$ cat src/rtl/pkt_tx_sched.sv
// Transmit scheduler for the UDP OutFIFO: queues packet lengths and issues each
// one to the FIFO once enough bytes are buffered, then manages start/clear/status.
module pkt_tx_sched #(
    parameter int QDEPTH      = 4,
    parameter int LEN_W       = 16,
    parameter int PTR_W       = 16,
    parameter int TIMEOUT_CYC = 65535
) (
    input  logic             clk_axi,
    input  logic             rst_axi,
    input  logic             req_valid_i,
    input  logic [LEN_W-1:0] req_len_i,
    output logic             req_ready_o,
    input  logic             clear_req_i,
    output logic             cmd_start_o,
    output logic [LEN_W-1:0] cmd_length_o,
    output logic             cmd_clear_o,
    input  logic             st_done_i,
    input  logic [PTR_W-1:0] st_wr_ptr_i,
    input  logic [PTR_W-1:0] st_rd_ptr_i,
    output logic             busy_o,
    output logic             err_o,
    output logic [15:0]      sent_cnt_o,
    output logic [2:0]       dbg_state
);

    typedef enum logic [2:0] {
        S_IDLE  = 3'd0,
        S_CHECK = 3'd1,
        S_RUN   = 3'd2,
        S_REL   = 3'd3,
        S_CLR   = 3'd4
    } state_t;

    localparam int AW = (QDEPTH > 1) ? $clog2(QDEPTH) : 1;
    localparam int TW = (TIMEOUT_CYC > 1) ? $clog2(TIMEOUT_CYC) : 1;
    localparam int CW = (LEN_W > PTR_W) ? LEN_W : PTR_W;
    localparam logic [AW:0] Q_FULL_CNT = (AW+1)'(QDEPTH);

    logic [LEN_W-1:0] q_mem [QDEPTH];
    logic [AW-1:0]    q_wr;
    logic [AW-1:0]    q_rd;
    logic [AW:0]      q_cnt;
    logic             q_full;
    logic             q_empty;

    state_t           state;
    logic [TW-1:0]    run_cnt;
    logic [PTR_W-1:0] avail;
    logic [CW-1:0]    avail_ext;
    logic [CW-1:0]    len_ext;
    logic             timeout_hit;
    logic             flush;
    logic             req_fire;
    logic             push_fire;
    logic             pop_fire;
    logic             zero_len;

    // Request handshake: a request transfers on a cycle where req_valid_i and
    // req_ready_o are both high; req_ready_o depends only on queue occupancy.
    assign q_full      = (q_cnt == Q_FULL_CNT);
    assign q_empty     = (q_cnt == '0);
    assign req_ready_o = ~q_full;
    assign req_fire    = req_valid_i && !q_full;
    assign zero_len    = req_fire && (req_len_i == '0);

    // Wrap-safe fill level of the packet FIFO.
    assign avail     = st_wr_ptr_i - st_rd_ptr_i;
    assign avail_ext = CW'(avail);
    assign len_ext   = CW'(cmd_length_o);

    assign timeout_hit = (TIMEOUT_CYC != 0) && (run_cnt == TW'(TIMEOUT_CYC - 1));
    assign flush       = clear_req_i || ((state == S_RUN) && !st_done_i && timeout_hit);
    assign push_fire   = req_fire && !zero_len && !flush;
    assign pop_fire    = (state == S_IDLE) && !q_empty && !clear_req_i;

    assign busy_o    = (state != S_IDLE) || !q_empty;
    assign dbg_state = state;

    always_ff @(posedge clk_axi) begin
        if (push_fire) begin
            q_mem[q_wr] <= req_len_i;
        end
    end

    always_ff @(posedge clk_axi or posedge rst_axi) begin
        if (rst_axi) begin
            q_wr  <= '0;
            q_rd  <= '0;
            q_cnt <= '0;
        end else if (flush) begin
            q_wr  <= '0;
            q_rd  <= '0;
            q_cnt <= '0;
        end else begin
            if (push_fire) begin
                q_wr <= q_wr + AW'(1);
            end
            if (pop_fire) begin
                q_rd <= q_rd + AW'(1);
            end
            case ({push_fire, pop_fire})
                2'b10:   q_cnt <= q_cnt + (AW+1)'(1);
                2'b01:   q_cnt <= q_cnt - (AW+1)'(1);
                default: q_cnt <= q_cnt;
            endcase
        end
    end

    // Start and clear are registered so each mirrors exactly one state.
    always_ff @(posedge clk_axi or posedge rst_axi) begin
        if (rst_axi) begin
            state        <= S_IDLE;
            cmd_start_o  <= 1'b0;
            cmd_clear_o  <= 1'b0;
            cmd_length_o <= '0;
            run_cnt      <= '0;
            err_o        <= 1'b0;
            sent_cnt_o   <= '0;
        end else begin
            cmd_start_o <= 1'b0;
            cmd_clear_o <= 1'b0;
            if (clear_req_i) begin
                state       <= S_CLR;
                cmd_clear_o <= 1'b1;
                err_o       <= 1'b0;
            end else begin
                if (zero_len) begin
                    err_o <= 1'b1;
                end
                case (state)
                    S_IDLE: begin
                        if (!q_empty) begin
                            cmd_length_o <= q_mem[q_rd];
                            state        <= S_CHECK;
                        end
                    end
                    S_CHECK: begin
                        if (avail_ext >= len_ext) begin
                            state       <= S_RUN;
                            cmd_start_o <= 1'b1;
                            run_cnt     <= '0;
                        end
                    end
                    S_RUN: begin
                        if (st_done_i) begin
                            state      <= S_REL;
                            sent_cnt_o <= sent_cnt_o + 16'd1;
                        end else if (timeout_hit) begin
                            state       <= S_CLR;
                            cmd_clear_o <= 1'b1;
                            err_o       <= 1'b1;
                        end else begin
                            cmd_start_o <= 1'b1;
                            run_cnt     <= run_cnt + TW'(1);
                        end
                    end
                    S_REL:   state <= S_IDLE;
                    S_CLR:   state <= S_IDLE;
                    default: state <= S_IDLE;
                endcase
            end
        end
    end

endmodule
$ cat config.mk
export PLATFORM = sky130hd
export DESIGN_NAME = pkt_tx_sched
export DESIGN_NICKNAME = d
export VERILOG_FILES = /design/src/rtl/pkt_tx_sched.sv
export SDC_FILE = /design/constraint.sdc
export NUM_CORES = 1
export LEC_CHECK = 0
export ABC_AREA = 1
export CORE_AREA = 10 10 128 130
export DETAILED_ROUTE_END_ITERATION = 10
export DIE_AREA = 0 0 138 140
export PLACE_DENSITY = 0.84
export SLEW_MARGIN = 30
export SYNTH_ARGS = -nofsm -noshare
export SYNTH_HDL_FRONTEND = slang
export SYNTH_SLANG_ARGS = --single-unit
$ cat constraint.sdc
create_clock -name clk_axi -period 2.3 [get_ports clk_axi]
set_clock_uncertainty 0.05 [all_clocks]
set_input_delay 0.46 -clock clk_axi [delete_from_list [all_inputs] [get_ports clk_axi]]
set_output_delay 0.46 -clock clk_axi [all_outputs]
set_load 0.01 [all_outputs]
==> results, run 1 <==
- The met1 track demand over resource in global routing is 22.2%.
- The remaining antenna violation count is 0.
- Based on the critical path, the design can be clocked at up to 0.349 GHz.
- Dividing the detail-routed via count by the number of cells gives 5.56.
- The number of design-rule violations left by the first detailed-router iteration is 591.
- The wire length per cell is 18.7 um.
- The global-route layer with the greatest usage is met2.
- Fill cells in the final layout number 822.
- The worst-path maximum fanout is 6.
- The final period demand of the worst path is 2870 ps.
- The worst hold slack after final layout is 282 ps.
- The number of antenna violations at the first check in global routing is 0.
- Timing analysis after detailed placement gives a worst setup slack of -1310 ps.
- The main flop type after synthesis is edfxtp_1.
- The worst hold-check path type is in -> async.
- The total track usage is 19.3%.
- The first global-routing pass estimated 30.9 mm of wire.
- The total negative slack is -9890 ps.
- In the routed design, unresolved DRC markers number 0.
- Yosys mapped a number of flops with a built-in enable equal to 64.
- The power per unit of standard cell area is 878 mW/mm2.
- In the synthesized netlist the async set-or-reset flop fraction comes to 48.8%.
- The register bit total from synthesis is 125.
- For the worst-skew pair, the clock arrives at the later sink with an insertion delay of 420 ps.
- Setup repair after global routing could not meet its margin everywhere.
- The setup slack after layout is -568 ps.
- The total core area is 0.0138 mm2.
- The die extent in x is 138 um.
- The largest net degree at the start of global routing is 48.
- For met3 alone, demand over resource in global routing was 4.80%.
- The leakage power total is 4.37 nW.
- The total vias in the final route is 6,361.
- TritonCTS built the clock tree.
- The worst-case IR drop observed on VDD is 0.727 mV.
- The placed instances occupy a cell area of 0.00857 mm2.
- The floorplan step set the die height to 140 um.
- The total count of max-transition violations in the final report was 0.
- The H-tree level count is 4.
- The portion of the post-synthesis area used by sequential elements is 50.5%.
- STA classifies the critical path startpoint as a primary input.
- The synthesized net count is 861.
- The reg-to-reg critical path startpoint is dbg_state[0].
- For this design, the CTS-stage hold fixing added 0 buffers.
- The run finished, with violations left.
- The critical path is of the in -> reg type.
- In this run the mean area of a mapped cell was 8.89 um2.
- Global routing used 34.2% of the available met2 tracks.
- STA classifies the critical path endpoint as a register.
- The antenna diode count is 0.
- The final net count is 1,044.
- The post-route cell area is 0.0101 mm2.
- The number of input and output port buffers inserted is 92.
- The tree built by TritonCTS fans out to 125 sinks.
- The worst max-slew margin expressed relative to the limit is 62.0%.
- In the layout the commonest cells are nand2_1, inv_1, nor2_1.
- The worst path uses 125% of the clock period.
- The critical path starts at st_wr_ptr_i[0].
- The tree is rooted in a clkbuf_16.
- The congestion estimate from routability-driven global placement came to 0.909.
- The data required time of the critical path is 2590 ps.
- The slew at the pin closest to its max-slew limit is 570 ps.
- The utilization after layout is 73.0%.
- The initial standard-cell utilization of the core is 49.6%.
- The number of ports placed on the die boundary is 93.
- Yosys printed 0 warnings.
- The total count of hold-check failures in the final report is 0.
- The floorplan row count is 43.
- The post-synth design cell area is 0.00683 mm2.
- Counting tap cells, the placed design contains a total of 1,096 instances.
- The via count of the first global-routing pass is 6,328.
- The ratio of cells with drive above 1 in the final layout is 30.6%.
- The clock tree buffer depth is 2.
- The detailed-router iteration count before antenna repair is 5.
- Across the run, the number of max-cap violations was 0.
- The number of buffers added by the clock tree synthesis step is 17.
- Relative to the synthesized area, the layout overhead comes to 47.2%.
- Data arrives at the worst endpoint at 3150 ps.
- The checks that failed: setup timing.
- The number of cells produced by synthesis is 768.
- After layout, the design draws a total of 8.82 mW.
- The number of different library cells used by synthesis comes to 38.
- The die covers 0.0193 mm2.
- The clock-pin transition on the worst setup and hold timing paths is 60 ps.
- For this run the aggregate overflow at the end of global routing stands at 0.
- The post-detailed-placement half-perimeter wirelength is 12.2 mm.
- The setup violation total in the final timing report is 19.
- Measured in cells, the most critical reg-to-reg path has a length of 9.
- Excluding fillers, the count of instances in the completed layout stands at 1,144.
- The most frequent standard cell in the layout excluding fill and tap cells is nand2_1.
- The final wirelength is 21.4 mm.
==> power by group <==
group,switching [mW],leakage [nW],internal (mW)
Clock,1.09,0.302,1.75
Sequential,0.299,1.36,2.69
Combinational,1.62,2.71,1.36
Total,3.02,4.37,5.81
==> layout make-up <==
cell class	count	area [um2]	area share (%)
clock buffers	17	425	4.23
clock inverters	15	200	1.99
inverters	105	405	4.03
multi-input cells	523	3630	36.1
flip-flops and latches	125	3450	34.3
well taps	180	225	2.24
repair buffers	179	1720	17.1
==> worst max-delay path, stage by stage <==
cell	delay, ps
buf_8	80
inv_8	30
ha_4	150
fa_2	380
o21ai_4	180
a21boi_4	90
o21ai_2	190
nand2_2	100
nand3_2	90
nand2_2	70
ha_4	270
nand2_2	70
o21bai_4	180
a21oi_2	130
nor2_2	80
nand3_4	130
nand2_8	110
clkbuf_16	220
o21ai_2	160
==> per-layer routing <==
metal / part of all wire, % / up-vias
li1: - / 2928
met1: 39 / 3049
met2: 52 / 330
met5: 0 / -
met3: 6.4 / 54
met4: 3.0 / 0
==> state kept, by name, indices dropped and copies added (netlist names), 2 cells and up <==
register / flops
cmd_length_o: 16
sent_cnt_o: 16
run_cnt: 16
q_cnt: 3
q_wr: 2
q_mem: 64
q_rd: 2
dbg_state: 3
==> synth_stat cells (5+ instances only) <==
| library cell | number | area share [%] |
|---|---|---|
| nand3_1 | 36 | 2.6 |
| dfrtp_1 | 61 | 22 |
| nor3_1 | 10 | 0.73 |
| a21oi_1 | 21 | 1.5 |
| nor2_1 | 86 | 4.7 |
| inv_1 | 102 | 5.6 |
| xnor2_1 | 10 | 1.3 |
| clkbuf_1 | 10 | 0.55 |
| edfxtp_1 | 64 | 28 |
| nand2_1 | 152 | 8.4 |
| nand4_1 | 12 | 1.1 |
| or2_2 | 7 | 0.64 |
| o21ai_1 | 10 | 0.73 |
| o22ai_1 | 15 | 1.4 |
| o21ai_0 | 67 | 4.9 |
| xor2_1 | 22 | 2.8 |
| ha_1 | 38 | 7.0 |
| nor2_2 | 5 | 0.46 |
==> kinds of logic (layout without fill, tap and decap cells) <==
kind of cell | Yosys count | in the layout | share of synthesized area (%)
flip-flops | 125 | 125 | 50.5
XOR/XNOR | 32 | 32 | 4.10
adder cells (fa/ha/maj) | 40 | 40 | 7.55
AND/OR/NAND/NOR | 319 | 319 | 20.2
buffers and inverters | 120 | 316 | 7.02
AO/OA/AOI/OAI | 132 | 132 | 10.6
==> final timing paths <==
check                                  end  slack, ps
min reg2reg                 sent_cnt_o[13]        480
max reg2reg                    run_cnt[14]         40
max                            run_cnt[14]       -570
max in group asynchronous  cmd_length_o[0]       1330
min in group clk_axi        sent_cnt_o[13]        480
min                          sent_cnt_o[4]        280
==> what timing repair did <==
| action | in CTS | in global routing |
|---|---|---|
| gates resized for setup | 114 | 130 |
| endpoints found under the hold margin | 0 | 0 |
| endpoints found under the setup margin | 20 | 20 |
| gates cloned | 1 | 3 |
| pin swaps | 42 | 73 |
| buffers inserted | 8 | 6 |
Note: power is estimated with default switching activity, not from simulation.
==> run 2, diff against run 1 <==
--- a/config.mk
+++ b/config.mk
@@ -6,10 +6,10 @@
 export NUM_CORES = 1
 export LEC_CHECK = 0
 export ABC_AREA = 1
-export CORE_AREA = 10 10 128 130
+export CORE_AREA = 10 10 158 130
 export DETAILED_ROUTE_END_ITERATION = 10
-export DIE_AREA = 0 0 138 140
-export PLACE_DENSITY = 0.84
+export DIE_AREA = 0 0 168 140
+export PLACE_DENSITY = 0.71
 export SLEW_MARGIN = 30
 export SYNTH_ARGS = -nofsm -noshare
 export SYNTH_HDL_FRONTEND = slang
==> results, run 2 (same netlist as run 1, synthesis figures left out) <==
- The run finished, with violations left.
- The checks that failed: setup timing.
- After detailed routing, the average wire length per cell comes to 15.3 um.
- The via count of the first global-routing pass is 5,843.
- The final non-filler cell total is 1,192.
- The register with the most flip-flops in the layout has 64 of them.
- For the pin with the worst max-slew slack, the measured transition is 567 ps.
- The initial standard-cell utilization of the core is 39.5%.
- The worst hold-check path type is in -> async.
- After detailed placement, the total cell area comes to 0.00865 mm2.
- The overflow left after global routing is 0.
- The cell type with the highest occurrence count on the critical path is nand2_1.
- The CTS tree is yes.
- STA classifies the critical path startpoint as a primary input.
- The largest individual stage delay along the critical path comes from the cell fa_2.
- The detailed router finished its first iteration with 550 violations.
- The global-route wire length before repair is 30.0 mm.
- The tool flagged a number of max-cap violations equal to 0.
- The most frequent standard cell in the layout excluding fill and tap cells is nand2_1.
- Timing would allow up to 0.370 GHz.
- The final period demand of the worst path is 2700 ps.
- The die is 168 um wide.
- Among cell families on the critical path, the largest total delay comes from compound AO/OA/AOI/OAI gates.
- The number of input and output port buffers inserted is 92.
- The remaining antenna violation count is 0.
- Walking the worst path, the cells encountered are buf_8 > inv_8 > ha_4 > fa_2 > o21ai_4 > a21boi_4 > o21ai_2 > nand2_1 > nand3_1 > nand2_1 > ha_1 > nand2_1 > o21bai_4 > a21oi_2 > nor2_4 > nand3_4 > nand2_8 > buf_12 > nand2_2 > o21ai_1.
- The data required time of the critical path is 2550 ps.
- The total track usage is 15.5%.
- CTS saw 125 sinks.
- Along the worst path, the maximum fanout reaches 8.
- The post-route cell area is 0.00987 mm2.
- The floorplan row count is 43.
- The largest net degree at the start of global routing is 62.
- Final hold analysis gives a worst-case slack of 372 ps.
- The post-detailed-placement half-perimeter wirelength is 12.5 mm.
- After detailed placement, the design holds a cell count of 1,144.
- The final wirelength is 18.2 mm.
- The ratio of cells with drive above 1 in the final layout is 28.3%.
- Setup repair after global routing could not meet its margin everywhere.
- The top cell types in the final layout, fill and taps aside, are nand2_1, inv_1, nor2_1, buf_4, edfxtp_1.
- More flip-flops sit in one register than any other, and that register is q_mem.
- The worst max-slew margin expressed relative to the limit is 62.1%.
- The total count of max-transition violations in the final report is 0.
- STA classifies the critical path endpoint as a register.
- The design draws 8.35 mW.
- The arrival time reported for the critical path endpoint is 2960 ps.
- The total core area is 0.0173 mm2.
- For this design the static power due to leakage is 4.24 nW.
- The H-tree level count is 4.
- The total DRC errors in the routed layout is 0.
- The clock tree buffer depth is 2.
- The detailed-router iteration count before antenna repair is 5.
- The per-cell via count in the routed design is 4.95.
- After clock tree synthesis, the clock-pin slew on the worst setup and hold paths is 50 ps.
- Of the available clock period, the critical path in the final layout requires 118%.
- The critical path is of the in -> reg type.
- 93 I/O pins were placed.
- In this run, CTS created clock tree buffers numbering 17.
- At the later pin of the worst-skew pair, clock insertion delay measures 420 ps.
- The number of antenna diodes in the final layout is 0.
- Together, buffers and inverters on the worst path number 3.
- The congestion estimate from routability-driven global placement came to 0.864.
- Power spread over the standard cell area amounts to 845 mW/mm2.
- The largest vdd supply drop is 0.544 mV.
- The total count of hold-check failures in the final report is 0.
- The die is 140 um tall.
- The stage delay of the slowest cell on the critical path is 380 ps.
- The final net count is 1,047.
- The area of the die is 0.0235 mm2.
- The total vias in the final route is 5,904.
- The area overhead of the layout relative to synthesis is 44.6%.
- Setup violations remaining at the end of the flow were counted as 19.
- The number of antenna violations at the first check in global routing is 0.
- The root cell of the clock tree is clkbuf_16.
- The setup slack after layout is -405 ps.
## run 2: cell count changes in the layout (fill, tap and decap cells not counted), sizes merged
cell | before | now
dlymetal6s2s | 7 | 0
clkdlybuf4s15 | 4 | 7
clkinv | 2 | 6
inv | 113 | 109
clkinvlp | 2 | 1
dlygate4sd2 | 2 | 12
buf | 90 | 97
bufinv | 3 | 2
clkbuf | 32 | 23
clkdlybuf4s50 | 61 | 62
## run 2: worst register-to-register path, stage by stage, from the launching register on
cell      delay [ps]
dfrtp_1          440
nand2_1          130
inv_1             60
nand2_1           70
nor2_1            40
nand3_1          100
nand2_1           80
o21bai_1         200
inv_1             80
fa_1             380
xnor2_1          180
inv_1             60
nand2_1           60
nand2_1           40
nand2_1           50
nand2_1           50
## run 2: timing repair
item                                    in CTS  in global routing
pin swaps                                   66                 41
resized for setup                          154                 56
gates cloned                                 2                  0
endpoints found under the setup margin      20                 21
hold buffers                                 0                  0
setup buffers                               12                  6
## run 2: metal layers
metal / global-route usage, % / vias up / share of wire [%] / routed length (um)
met5: 0 / - / 0 / 0
met4: 5.35 / 0 / 1.4 / 248
met3: 3.55 / 20 / 5.1 / 935
met2: 24.3 / 150 / 47 / 8530
met1: 20.5 / 2809 / 47 / 8510
li1: - / 2925 / - / -
## run 2: final cells by class
cell class,count,area (um2)
timing repair buffer,182,1670
fill,1441,7400
clock inverter,13,138
tap,225,282
multi-input combinational,523,3480
clock buffer,19,433
inverter,105,410
sequential,125,3450
## run 2: stage by stage
stage                     worst slack [ps]  setup TNS (ps)  util, %
after floorplan                       -592          -10730        -
after global placement               -1200          -31760     50.1
after detailed placement             -1350          -35100     50.1
after CTS                             -457           -7990     56.4
after global routing                  -512           -9520     57.2
final                                 -405           -7360     57.2
## run 2: power by group
part / switching (mW) / leakage [nW] / internal [mW] / total (mW)
sequential: 0.253 / 1.36 / 2.69 / 2.95
combinational: 1.49 / 2.60 / 1.32 / 2.81
clock: 0.991 / 0.278 / 1.60 / 2.59
## run 2: final timing paths
kind | start | to | slack (ps) | cells after the start
max in group asynchronous | rst_axi | run_cnt[6] | 1530 | 3
worst min register to register | sent_cnt_o[13] | sent_cnt_o[13] | 460 | 1
worst max-delay path | st_wr_ptr_i[0] | run_cnt[13] | -400 | 20
worst max register to register | run_cnt[12] | q_cnt[2] | 130 | 15
worst min-delay path | rst_axi | sent_cnt_o[15] | 370 | 3
min in group clk_axi | sent_cnt_o[13] | sent_cnt_o[13] | 460 | 1
